`config.mk`:
```
export PLATFORM = sky130hd
export DESIGN_NAME = time_bin_sequencer
export DESIGN_NICKNAME = d
export VERILOG_FILES = /design/src/rtl/time_bin_sequencer.sv
export SDC_FILE = /design/constraint.sdc
export NUM_CORES = 1
export LEC_CHECK = 0
export CORE_MARGIN = 2
export CORE_UTILIZATION = 53
export DETAILED_ROUTE_END_ITERATION = 7
export PLACE_DENSITY = 0.78
export SKIP_LAST_GASP = 1
export SYNTH_ARGS = -nofsm -noshare
export SYNTH_HDL_FRONTEND = slang
export SYNTH_SLANG_ARGS = --single-unit
```
`constraint.sdc`:
```
create_clock -name clk -period 3.1 [get_ports clk]
set_clock_uncertainty 0.15 [all_clocks]
set_input_delay 0.93 -clock clk [delete_from_list [all_inputs] [get_ports clk]]
set_output_delay 0.93 -clock clk [all_outputs]
set_load 0.05 [all_outputs]
```
`src/rtl/time_bin_sequencer.sv`:
```
// time_bin_sequencer
//   Times NUM_BINS consecutive acquisition bins of BIN_CYCLES clocks each. At
//   every bin close it captures the PMT count, saturated to COUNT_W bits, and
//   pulses count_clear so the count module restarts. After the final bin the
//   stored values are streamed out over a valid/ready handshake.
// Ports
//   clk, reset_n      system clock; synchronous active-low reset
//   start, abort      run control (abort has priority, start only honoured idle)
//   pmt_count         running count from the PMT count module
//   count_clear       1-cycle restart pulse to the count module
//   bin_data/index    stored count and its bin number, qualified by bin_valid
//   bin_ready         consumer accept
//   busy, done, led   run/drain status, end-of-drain pulse, bin-close toggle
module time_bin_sequencer #(
  parameter int BIN_CYCLES = 100000000,
  parameter int NUM_BINS   = 4,
  parameter int COUNT_W    = 8,
  parameter int IN_W       = 32
) (
  input  logic               clk,
  input  logic               reset_n,
  input  logic               start,
  input  logic               abort,
  input  logic [IN_W-1:0]    pmt_count,
  output logic               count_clear,
  output logic [COUNT_W-1:0] bin_data,
  output logic [3:0]         bin_index,
  output logic               bin_valid,
  input  logic               bin_ready,
  output logic               busy,
  output logic               done,
  output logic               led
);

  localparam int TW = $clog2(BIN_CYCLES);
  localparam int IW = (NUM_BINS > 1) ? $clog2(NUM_BINS) : 1;
  localparam int EW = (IN_W > COUNT_W) ? IN_W : COUNT_W;

  localparam logic [TW-1:0] T_LAST  = TW'(BIN_CYCLES - 1);
  localparam logic [3:0]    B_LAST  = 4'(NUM_BINS - 1);
  localparam logic [EW-1:0] SAT_MAX = EW'({COUNT_W{1'b1}});

  typedef enum logic [1:0] {
    IDLE,
    RUN,
    DRAIN
  } state_t;

  state_t             state;
  logic [TW-1:0]      timer;
  logic [3:0]         bin_idx;
  logic [3:0]         rd_idx;
  logic [COUNT_W-1:0] store [2**IW];

  logic [EW-1:0]      pmt_ext;
  logic [COUNT_W-1:0] pmt_sat;

  // Widen both sides to a common width so saturation works for any IN_W/COUNT_W.
  always_comb begin
    pmt_ext = EW'(pmt_count);
    pmt_sat = pmt_ext[COUNT_W-1:0];
    if (pmt_ext > SAT_MAX) pmt_sat = '1;
  end

  // Read port is a mux of registered state; it holds while rd_idx holds.
  assign bin_data  = store[rd_idx[IW-1:0]];
  assign bin_index = rd_idx;

  always_ff @(posedge clk) begin
    if (!reset_n) begin
      state       <= IDLE;
      timer       <= '0;
      bin_idx     <= '0;
      rd_idx      <= '0;
      count_clear <= 1'b0;
      bin_valid   <= 1'b0;
      busy        <= 1'b0;
      done        <= 1'b0;
      led         <= 1'b0;
      for (int unsigned i = 0; i < 2**IW; i++) store[i] <= '0;
    end else begin
      count_clear <= 1'b0;
      done        <= 1'b0;
      if (abort) begin
        // Only a live run/drain needs the count module restarted.
        if (state != IDLE) count_clear <= 1'b1;
        state     <= IDLE;
        timer     <= '0;
        bin_valid <= 1'b0;
        busy      <= 1'b0;
      end else begin
        case (state)
          IDLE: begin
            if (start) begin
              state       <= RUN;
              timer       <= '0;
              bin_idx     <= '0;
              rd_idx      <= '0;
              count_clear <= 1'b1;
              busy        <= 1'b1;
              for (int unsigned i = 0; i < 2**IW; i++) store[i] <= '0;
            end
          end
          RUN: begin
            if (timer == T_LAST) begin
              store[bin_idx[IW-1:0]] <= pmt_sat;
              count_clear            <= 1'b1;
              led                    <= ~led;
              timer                  <= '0;
              if (bin_idx == B_LAST) begin
                state     <= DRAIN;
                rd_idx    <= '0;
                bin_valid <= 1'b1;
              end else begin
                bin_idx <= bin_idx + 4'd1;
              end
            end else begin
              timer <= timer + 1'b1;
            end
          end
          DRAIN: begin
            if (bin_ready) begin
              if (rd_idx == B_LAST) begin
                state     <= IDLE;
                rd_idx    <= '0;
                bin_valid <= 1'b0;
                busy      <= 1'b0;
                done      <= 1'b1;
              end else begin
                rd_idx <= rd_idx + 4'd1;
              end
            end
          end
          default: state <= IDLE;
        endcase
      end
    end
  end

endmodule

```
* Yosys cells after proc, flatten, opt, wreduce, memory -nomap -nowiden
Memory sizes are Yosys's and may differ from the RTL's. A register that Yosys moved wholly into a read port is not among the register bits. Index checks and enable logic that the tools add are counted.
Cells by class: reductions and logical operators 16, mux-type cells 50, $add $sub $neg 3, $lt $le $gt $ge 1, equal/unequal tests 11, bitwise operators 9
Operator list (number):
- $mux W27 | 2
- $pmux W27 S2 | 1
- $mux W8 | 6
- $gt A32 B8 Y1 const B | 1
- $mux W4 | 7
- $add A27 B1 Y27 const B | 1
- $eq A27 B27 Y1 const B | 1
- $mux W1 | 20
- $mux W2 | 8
- $reduce_and A5 Y1 | 3
- $ne A2 B2 Y1 const B | 6
- $pmux W4 S3 | 1
- $add A4 B1 Y4 const B | 2
- $eq A4 B2 Y1 const B | 2
- $pmux W4 S2 | 1
- $reduce_bool A2 Y1 | 4
- $reduce_or A8 Y1 | 1
- $pmux W1 S2 | 3
- $pmux W2 S3 | 1
- $reduce_and A6 Y1 | 1
- $not A1 Y1 | 5
- $or A1 B1 Y1 | 4
- $reduce_and A4 Y1 | 1
- $reduce_or A4 Y1 | 1
- 7 further kinds | 7
Storage, ports and cells: output and inout port bits 17, memory bits (writable) 32, memories 1, flip-flop bits (word level) 42, word-level logic and storage cells 100, bits of input ports 37
Memories:
- store | depth 4, width 8, read ports 1, clocked after Yosys merged registers in 1, wr ports 4, RTL line 53 | logic [COUNT_W-1:0] store [2**IW];

* Longest topological paths before layout
depth in word-level cells 8, depth in mapped cells 8, gate-level depth less buffers 6

* Worst setup path after synthesis
No wires, ideal clock.
path kind input-to-reg, start point input port abort, end point memory store[0][0] (enable), data required time 2.621 ns, path slack 0.283 ns, stages on the path 6, arrival 2.338 ns, setup time 0.329 ns, buffers on the path 1, cell sequence clkbuf_1 inv_1 nand2_1 nor4b_4 nand2_4 nand2_1
RTL lines:
- start: declaration | RTL line 23 | input logic abort,
- end: declaration | RTL line 53

==> reports/results.tsv <==
stage	metric	value	unit
cts	Root Buffer Master	clkbuf_8	
global_routing	pin count of the biggest net entering global routing	15	
cts	Skew-Pair Late Insertion Delay	350	ps
run_status	run status	completed	
logic_synthesis	sequential area share after synthesis	48.8	%
power	Comb pwr share	7.4	%
power	internal power	1510	uW
setup_path	Worst R2R Setup Slack	520	ps
layout	# fillers	547	
placement	buffers added on ports	53	
layout	layout cells sized above 1	14.1	%
global_routing	number of global-route vias before repair	3024	
global_routing	grt ovf	0	
logic_synthesis	Syn Inst Count	372	
layout	nets	486	
logic_synthesis	number of flops mapped to enable cells by yosys	32	
run	Max Cap Violations	0	
setup_path	crit path capture type	primary output	
floorplan	die width	88.4	um
logic_synthesis	Yosys top cell by area	edfxtp_1	
logic_synthesis	ys flop type	dfxtp_1	
setup_path	Crit Path Class	reg2out	
worst_hold_path	Hold Crit Class	reg2reg	
logic_synthesis	Cell variety after synth	58	
cts	Post-CTS Setup Bufs	0	
power	maximum vdd ir drop	0.258	mV
floorplan	I/O pins	54	
setup_path	CP Data Required Time	2020	ps
logic_synthesis	most area-consuming cells after synthesis	edfxtp_1, dfxtp_1, nor2_1	
floorplan	Die Height	88.4	um
layout	Syn-to-layout area delta	24.1	%
cts	sinks on the clock net	76	
sta	final setup TNS	0	ps
worst_hold_path	Hold EP	timer[26]	
power	power density cells	420	mW/mm2
routing	final WL	8.50	mm
logic_synthesis	fraction of registers with async set/reset	0	%
sta	Peak Freq	0.348	GHz
routing	via count	3107	
setup_path	CP arrival	1790	ps
cts	CTS tree	built	
power	switch share	23.5	%
power	Flop pwr share	54.3	%
floorplan	total core area	0.00683	mm2
sta	fin crit share	92.7	%
setup_path	RR Endpoint	store[1][4]	
sta	Final Hold Vio Count	0	
placement	GPL Wtd Cong	0.828	
cts	Longest Clk Path Bufs	2	
routing	# DRC	0	
sta	Worst Max-Slew Pin Slew	664	ps
placement	DP HPWL	6.46	mm
global_routing	first-pass GRT wire length	14.2	mm
power	clock power share	38.3	%
routing	First-pass DRT Iterations	4	
sta	setup repair after global routing missed its margin	no	
floorplan	DIE AREA	0.00782	mm2
cts	post-cts gate resize count	0	
global_routing	GRT Total Usage	23.5	%
power	Lkg Pwr	0.00170	uW
setup_path	r2r startpoint	timer[0]	
logic_synthesis	post-synthesis cell area	0.00378	mm2
setup_path	FF-to-FF path depth	7	
logic_synthesis	Synth top area share	25.4	%
global_routing	initial antenna violation count	0	
worst_hold_path	hold path start	timer[26]	
layout	antenna cells	0	
sta	worst rel slew slack	55.6	%
setup_path	worst-path maximum fanout	8	
routing	Starting DRT DRC Count	210	
cts	Num CTS Buffers	9	
cts	H-tree levels	3	
sta	clock period minus worst slack	2870	ps
sta	minimum hold slack	337	ps
routing	wire per inst	15.6	um
logic_synthesis	syn_area_per_cell	10.2	um2
floorplan	row count	30	
routing	post-route ant nets	0	
cts	cts hold-fix bufs	0	
sta	final setup vio count	0	
layout	multi-input combinational cell area	0.00186	mm2
setup_path	startpoint types	flop	
worst_hold_path	Min-Delay Path Depth	1	
logic_synthesis	Seq cells post-synth	76	
logic_synthesis	yosys warns	0	
sta	max-slew violations	0	
floorplan	Initial Utilization	55.3	%
logic_synthesis	Syn Nets	415	
cts	Reg clk slew, reported paths	80	ps
routing	Vias/cell	5.71	
layout	Register Area	0.00184	mm2
power	switching pwr	463	uW
[cell type report]
class                   count  area share [%]
clock buffers               9            2.64
clock inverters             7            1.63
flip-flops and latches     76            39.3
well taps                  96            2.56
inverters                   7           0.561
multi-input cells         279            39.7
repair buffers             70            13.6
[stage by stage]
| step | power (uW) | area, um2 | util, % | setup WS [ps] | cells |
|---|---|---|---|---|---|
| after CTS | 1980 | 4690 | 68.6 | 178 | 544 |
| final | 1970 | 4690 | 68.6 | 226 | 544 |
| after floorplan | 1160 | 3780 | - | 283 | 372 |
| after global placement | 1230 | 4490 | 65.7 | 170 | 528 |
| after detailed placement | 1240 | 4490 | 65.7 | 106 | 528 |
| after global routing | 2040 | 4690 | 68.6 | 143 | 544 |
[metal layers]
| layer | track usage [%] | wire length [um] | up-vias |
|---|---|---|---|
| met3 | 4.38 | 318 | 14 |
| met2 | 39.5 | 4210 | 69 |
| li1 | - | - | 1558 |
| met4 | 10.1 | 151 | 0 |
| met1 | 29.8 | 3820 | 1466 |
| met5 | 0 | 0 | - |
[sequential cells by signal (all words and copies together) (netlist names), named ones only]
signal,cells
store,32
timer,27
bin_idx,4
bin_index,4
state,2
bin_valid,1
busy,1
count_clear,1
done,1
led,1
[synthesized netlist by cell type (2+ instances only)]
| master | number |
|---|---|
| xnor2_1 | 5 |
| o21ai_0 | 9 |
| a22oi_1 | 2 |
| and3_1 | 4 |
| nor2_1 | 54 |
| clkbuf_1 | 6 |
| xor2_1 | 3 |
| nor4b_4 | 2 |
| o31ai_1 | 2 |
| a21boi_1 | 2 |
| edfxtp_1 | 32 |
| nor3_1 | 15 |
| nand3_1 | 22 |
| or3b_1 | 2 |
| dfxtp_1 | 44 |
| a221o_1 | 3 |
| nand3b_1 | 2 |
| a21oi_1 | 14 |
| o311a_1 | 4 |
| inv_1 | 7 |
| nand2_4 | 4 |
| mux4_2 | 8 |
| nand4_1 | 10 |
| nand2_1 | 34 |
| nand2b_1 | 5 |
| nor4_2 | 2 |
| nor3b_1 | 3 |
| ha_1 | 6 |
| nand4b_1 | 2 |
| buf_2 | 2 |
| nor2b_1 | 4 |
| or3_1 | 5 |
| a31oi_1 | 14 |
| nor4_1 | 10 |
| and4_1 | 6 |
[how the worst max path moves through the flow]
stage,depth (start not counted),slack (ps),end
final,2,230,bin_data[5]
after global placement,5,170,store[1][3]
after global routing,2,140,bin_data[5]
after detailed placement,6,110,store[1][3]
after CTS,2,180,bin_data[5]
after floorplan,6,280,store[0][0]
[cell usage in the layout (no fill, tap or decap), drive strengths merged, types with 3 or more instances in the layout]
cell,count
a21boi,3
nor4b,3
and4,6
nor3,15
nand2,38
nand4,11
or3,5
o21ai,11
xor2,3
nor2b,4
mux4,8
ha,6
o311a,4
a21oi,14
clkinv,3
clkdlybuf4s50,45
xnor2,5
buf,25
nand3,22
and3,4
clkbuf,9
nor2,54
nor3b,3
nand2b,5
inv,8
a221o,3
edfxtp,32
nor4,13
a31oi,14
dfxtp,44
[worst max-delay path, stage by stage, from the launching register on]
cell	delay, ps
dfxtp_1	660
mux4_2	580
buf_4	210
[kinds of logic (layout without fill, tap and decap cells)]
| group | Yosys count | after routing | share of synthesized area (%) |
|---|---|---|---|
| flops | 76 | 76 | 48.8 |
| buf+inv | 17 | 93 | 1.95 |
| compound gates | 65 | 65 | 11.8 |
| simple gates | 191 | 191 | 28.6 |
| mux | 9 | 9 | 5.04 |
| fa+ha+maj | 6 | 6 | 1.99 |
| xor+xnor | 8 | 8 | 1.86 |
[power groups by stage]
stage | Clock, uW | Sequential (uW) | Combinational, uW
6_report | 755 | 1070 | 146
5_1_grt | 811 | 1070 | 156
4_1_cts | 768 | 1070 | 146
3_5_place_dp | 0 | 1090 | 145
3_3_place_gp | 0 | 1090 | 143
2_1_floorplan | 0 | 1090 | 66.1
Note: power is estimated with default switching activity, not from simulation.
==> variant 1 (same settings) <==
Change the parameter `BIN_CYCLES` from 100000000 to 50000000.
--- a/src/rtl/time_bin_sequencer.sv
+++ b/src/rtl/time_bin_sequencer.sv
@@ -12,7 +12,7 @@
 //   bin_ready         consumer accept
 //   busy, done, led   run/drain status, end-of-drain pulse, bin-close toggle
 module time_bin_sequencer #(
-  parameter int BIN_CYCLES = 100000000,
+  parameter int BIN_CYCLES = 50000000,
   parameter int NUM_BINS   = 4,
   parameter int COUNT_W    = 8,
   parameter int IN_W       = 32
Check against the original RTL: no difference found for any inputs over 10 cycles, from zero or initial values and one cycle with reset_n low; that may be too few to reach the edited logic, so the function may still have changed.
==> variant 1 against the unedited design <==
Routed wire length is 1.6% higher; sequential cell count is 1 lower; register-to-register slack better by 130 ps; power is 1.1% higher; count of clock-buffer cells in the layout stayed put; synthesized area is 2.5% higher; non-clock buffer count is 2 lower; hold slack worse by 1.8 ps; worst setup slack better by 170 ps; design area hardly changed; largest power group unchanged.
==> variant 1: results (changes against the unedited design) <==
Worst Hold Endpoint: timer[24]$_SDFFE_PP0P_
Crit path DAT: 1630 ps (-160 ps)
Syn_nets: 416 (+0.24%)
Sw Ratio: 0.243 (+0.00784)
Wl on met1: 3.77 mm (-1.3%)
Layout cells sized above 1: 0.180 (+0.0393)
Clk cell area share: 0.0438 (+0.00109)
Pin count of the biggest net entering global routing: 16 (+1)
Met1 Usage GRT: 0.295 (-0.00343)
Reg2Reg Depth: 6 (-1)
Inverter count: 6 (-1)
Seq area share: 0.389 (-0.00406)
1st-iter DRT viols: 197 (-6.2%)
Drt wl/cell: 16.0 µm (+2.7%)
Avg Inst Size Synth: 10.4 µm² (+2.2%)
Power Dens Cells: 425 nW/µm² (+1.2%)
M3 GR Usage: 0.0369 (-0.00691)
Synth cell count leaders: 55 x nor2_1, 43 x dfxtp_1, 32 x edfxtp_1, 32 x nand2_1, 22 x nand3_1
Min-delay src: timer[24]$_SDFFE_PP0P_
Peak VDD IR: 0.292 mV (+13%)
Tap Count: 99 (+3.1%)
Clock root buffer: clkbuf_8
Vias per std cell: 5.84 (+2.2%)
Global Route met2 Usage: 0.383 (-0.0119)
Met2 routed WL: 4.35 mm (+3.3%)
Crit-path max cell delay: 540 ps (-120 ps)
Number of library cell types mapped by synthesis: 64 (+10%)
DRT Pass-1 Iters: 5 (+1)
Multi-input gate area: 1890 µm² (+1.5%)
Comb pwr share: 0.078 (+0.004)
Pre-CTS setup slack: 87.0 ps (-18.8 ps)
Worst r2r dst: store[1][2]$_SDFFCE_PN0P_
Final net count: 477 (-1.9%)
WL met3: 424 µm (+33%)
Biggest regs: store x32, timer x26
R2R setup slack: 650 ps (+130 ps)
RePlAce Congestion: 0.863 (+4.3%)
Bufs w/o clock: 68 (-2.9%)
# fillers: 571 (+4.4%)
DP Area: 4480 µm² (-0.17%)
Status: completed
Clk Latency, worst-skew pair: 350 ps (about the same)
Slowest-stage cell, CP: mux4_2
Clk power: 778 µW (+3.0%)
Sequential fraction of the synthesis area: 0.471 (-0.0170)
Pleak: 1.78 nW (+4.9%)
#FFs+latches synth: 75 (-1.3%)
Multi-input combinational area share: 0.403 (+0.00609)
Hold slack: 335 ps (-1.84 ps)
Placed Cells: 522 (-1.1%)
Cell family with most CP delay: multiplexers
-- variant 1: how the worst max path moves through the flow --
| stage | cells past startpoint | start | slack (ps) | end |
|---|---|---|---|---|
| floorplan | 2 | register | 580 | bin_data[0] |
| global placement | 6 | pmt_count[19] | 130 | store[1][2]$_SDFFCE_PN0P_ |
| detailed placement | 6 | pmt_count[19] | 90 | store[0][7]$_SDFFCE_PN0P_ |
| CTS | 3 | register | 360 | bin_data[5] |
| global route | 3 | register | 330 | bin_data[5] |
| finish | 3 | register | 390 | bin_data[5] |
-- variant 1: cells by family after synthesis --
family,count (synthesis),share of synthesized area
XOR/XNOR,6,0.0136
buffers and inverters,24,0.0414
flip-flops,75,0.471
AO/OA/AOI/OAI,60,0.110
AND/OR/NAND/NOR,186,0.278
adder cells (fa/ha/maj),6,0.0194
multiplexers,16,0.0676
-- variant 1: worst reg2reg max path, delay by kind of cell, from the launching register on --
kind	cells	cell delay, ps
adders and majority gates	1	240
and+or+nand+nor	5	1310
DFF	1	400
==> variant 2 (same flow settings) <==
Made on the original files. Encoding of `state_t`: now one-hot (3 bits for 3 states).
--- a/src/rtl/time_bin_sequencer.sv
+++ b/src/rtl/time_bin_sequencer.sv
@@ -40,10 +40,10 @@
   localparam logic [3:0]    B_LAST  = 4'(NUM_BINS - 1);
   localparam logic [EW-1:0] SAT_MAX = EW'({COUNT_W{1'b1}});
 
-  typedef enum logic [1:0] {
-    IDLE,
-    RUN,
-    DRAIN
+  typedef enum logic [2:0] {
+    IDLE  = 3'b001,
+    RUN   = 3'b010,
+    DRAIN = 3'b100
   } state_t;
 
   state_t             state;
Formal check against the unedited RTL: same outputs for any inputs over 10 cycles, from zero or initial values and one cycle with reset_n low; not proved beyond that.
==> variant 2 against the unedited design <==
Routed wire length rose by 2.0%; cell count rose by 1.1%; worst setup slack got worse by 11 ps; combinational power rose by 4%; synthesized area fell by 0.23%; sequential cell count rose by 1; design area rose by 0.27%; first-iteration DRC count rose by 8.1%; power fell by 0.84%; largest power group unchanged.
==> variant 2: results (changes against the unedited design) <==
Syn_nets: 421 (+1.4%)
CP Max Fanout: 8 (unchanged)
Worst Hold Endpoint: busy$_SDFFE_PP0P_
Pint: 1.52 mW (+0.60%)
WHS Path Cells: 2 (+1)
Global-route wire length before repair: 14.5 mm (+2.3%)
M3 GR Usage: 0.0466 (+0.00280)
# fillers: 545 (-0.37%)
Clock share of power: 0.365 (-0.018)
Met2 routed WL: 4.29 mm (+2.0%)
Synth cell count leaders: 52 x nor2_1, 45 x dfxtp_1, 32 x edfxtp_1
Sequential fraction of the synthesis area: 0.494 (+0.00645)
Pleak: 1.73 nW (+2.0%)
DP Area: 4520 µm² (+0.70%)
1st-iter DRT viols: 227 (+8.1%)
Reg power frac: 0.557 (+0.014)
Vias per std cell: 5.73 (+0.34%)
Crit path DAT: 1810 ps (+20 ps)
Status: completed
Post-DP HPWL: 6.48 mm (+0.37%)
Vias in the first global route: 3096 (+2.4%)
Layout cells sized above 1: 0.145 (+0.00475)
DRT Pass-1 Iters: 5 (+1)
Antenna cell count: 0 (unchanged)
Global Route met2 Usage: 0.404 (+0.00889)
Overall routing resource usage: 0.240 (+0.00537)
R2R setup slack: 290 ps (-230 ps)
Number of library cell types mapped by synthesis: 57 (-1.7%)
Pin count of the biggest net entering global routing: 32 (+17)
WL met3: 396 µm (+25%)
Peak VDD IR: 0.276 mV (+6.8%)
Dominant cells by area after synthesis: edfxtp_1 26%, dfxtp_1 24%, nor2_1 5.2%, mux4_2 4.8%, nand2_1 3.1%
RePlAce Congestion: 0.858 (+3.7%)
Min-delay src: busy$_SDFFE_PP0P_
==> variant 2: cell families (layout without fill, tap and decap cells) <==
logic type                 Yosys count  count (layout)  share of synthesized area
adders and majority gates            6               6                     0.0199
xor gates and xnor gates             8               8                     0.0186
AOI/OAI and AO/OA                   69              69                      0.118
and+or+nand+nor                    181             181                      0.263
DFF                                 77              77                      0.494
buffers and inverters               24             100                     0.0252
muxes                               13              13                     0.0611
==> variant 2: layout make-up <==
type	count	area share
Clock buffer	10	0.0272
Clock inverter	6	0.0114
Inverter	9	0.00719
Multi-Input combinational cell	277	0.386
Sequential cell	77	0.396
Tap cell	96	0.0256
Timing Repair Buffer	75	0.146
==> variant 2: worst max-delay path, cell delays in order (launching register included) <==
cell	delay, ps
dfxtp_1	670
mux4_2	590
buf_4	210
==> variant 2: worst max path at each step <==
| stage | start | slack [ps] | endpoint |
|---|---|---|---|
| 3_5_place_dp | start | 20 | store[3][7]$_SDFFCE_PN0P_ |
| 3_3_place_gp | start | 60 | store[1][3]$_SDFFCE_PN0P_ |
| 5_1_grt | register | 100 | bin_data[2] |
| 2_1_floorplan | reset_n | 350 | store[0][0]$_SDFFCE_PN0P_ |
| 4_1_cts | register | 170 | bin_data[4] |
| 6_report | register | 210 | bin_data[4] |
==> variant 2: stage by stage <==
| stage | util | instances | hold WS, ps | power, mW | setup WS (ps) |
|---|---|---|---|---|---|
| 6_report | 0.688 | 550 | 320 | 1.95 | 215 |
| 2_1_floorplan | - | 378 | 289 | 1.18 | 347 |
| 5_1_grt | 0.688 | 550 | 349 | 2.02 | 104 |
| 3_5_place_dp | 0.661 | 534 | 316 | 1.26 | 21.4 |
| 4_1_cts | 0.688 | 550 | 329 | 1.96 | 173 |
| 3_3_place_gp | 0.661 | 534 | 297 | 1.26 | 55.5 |
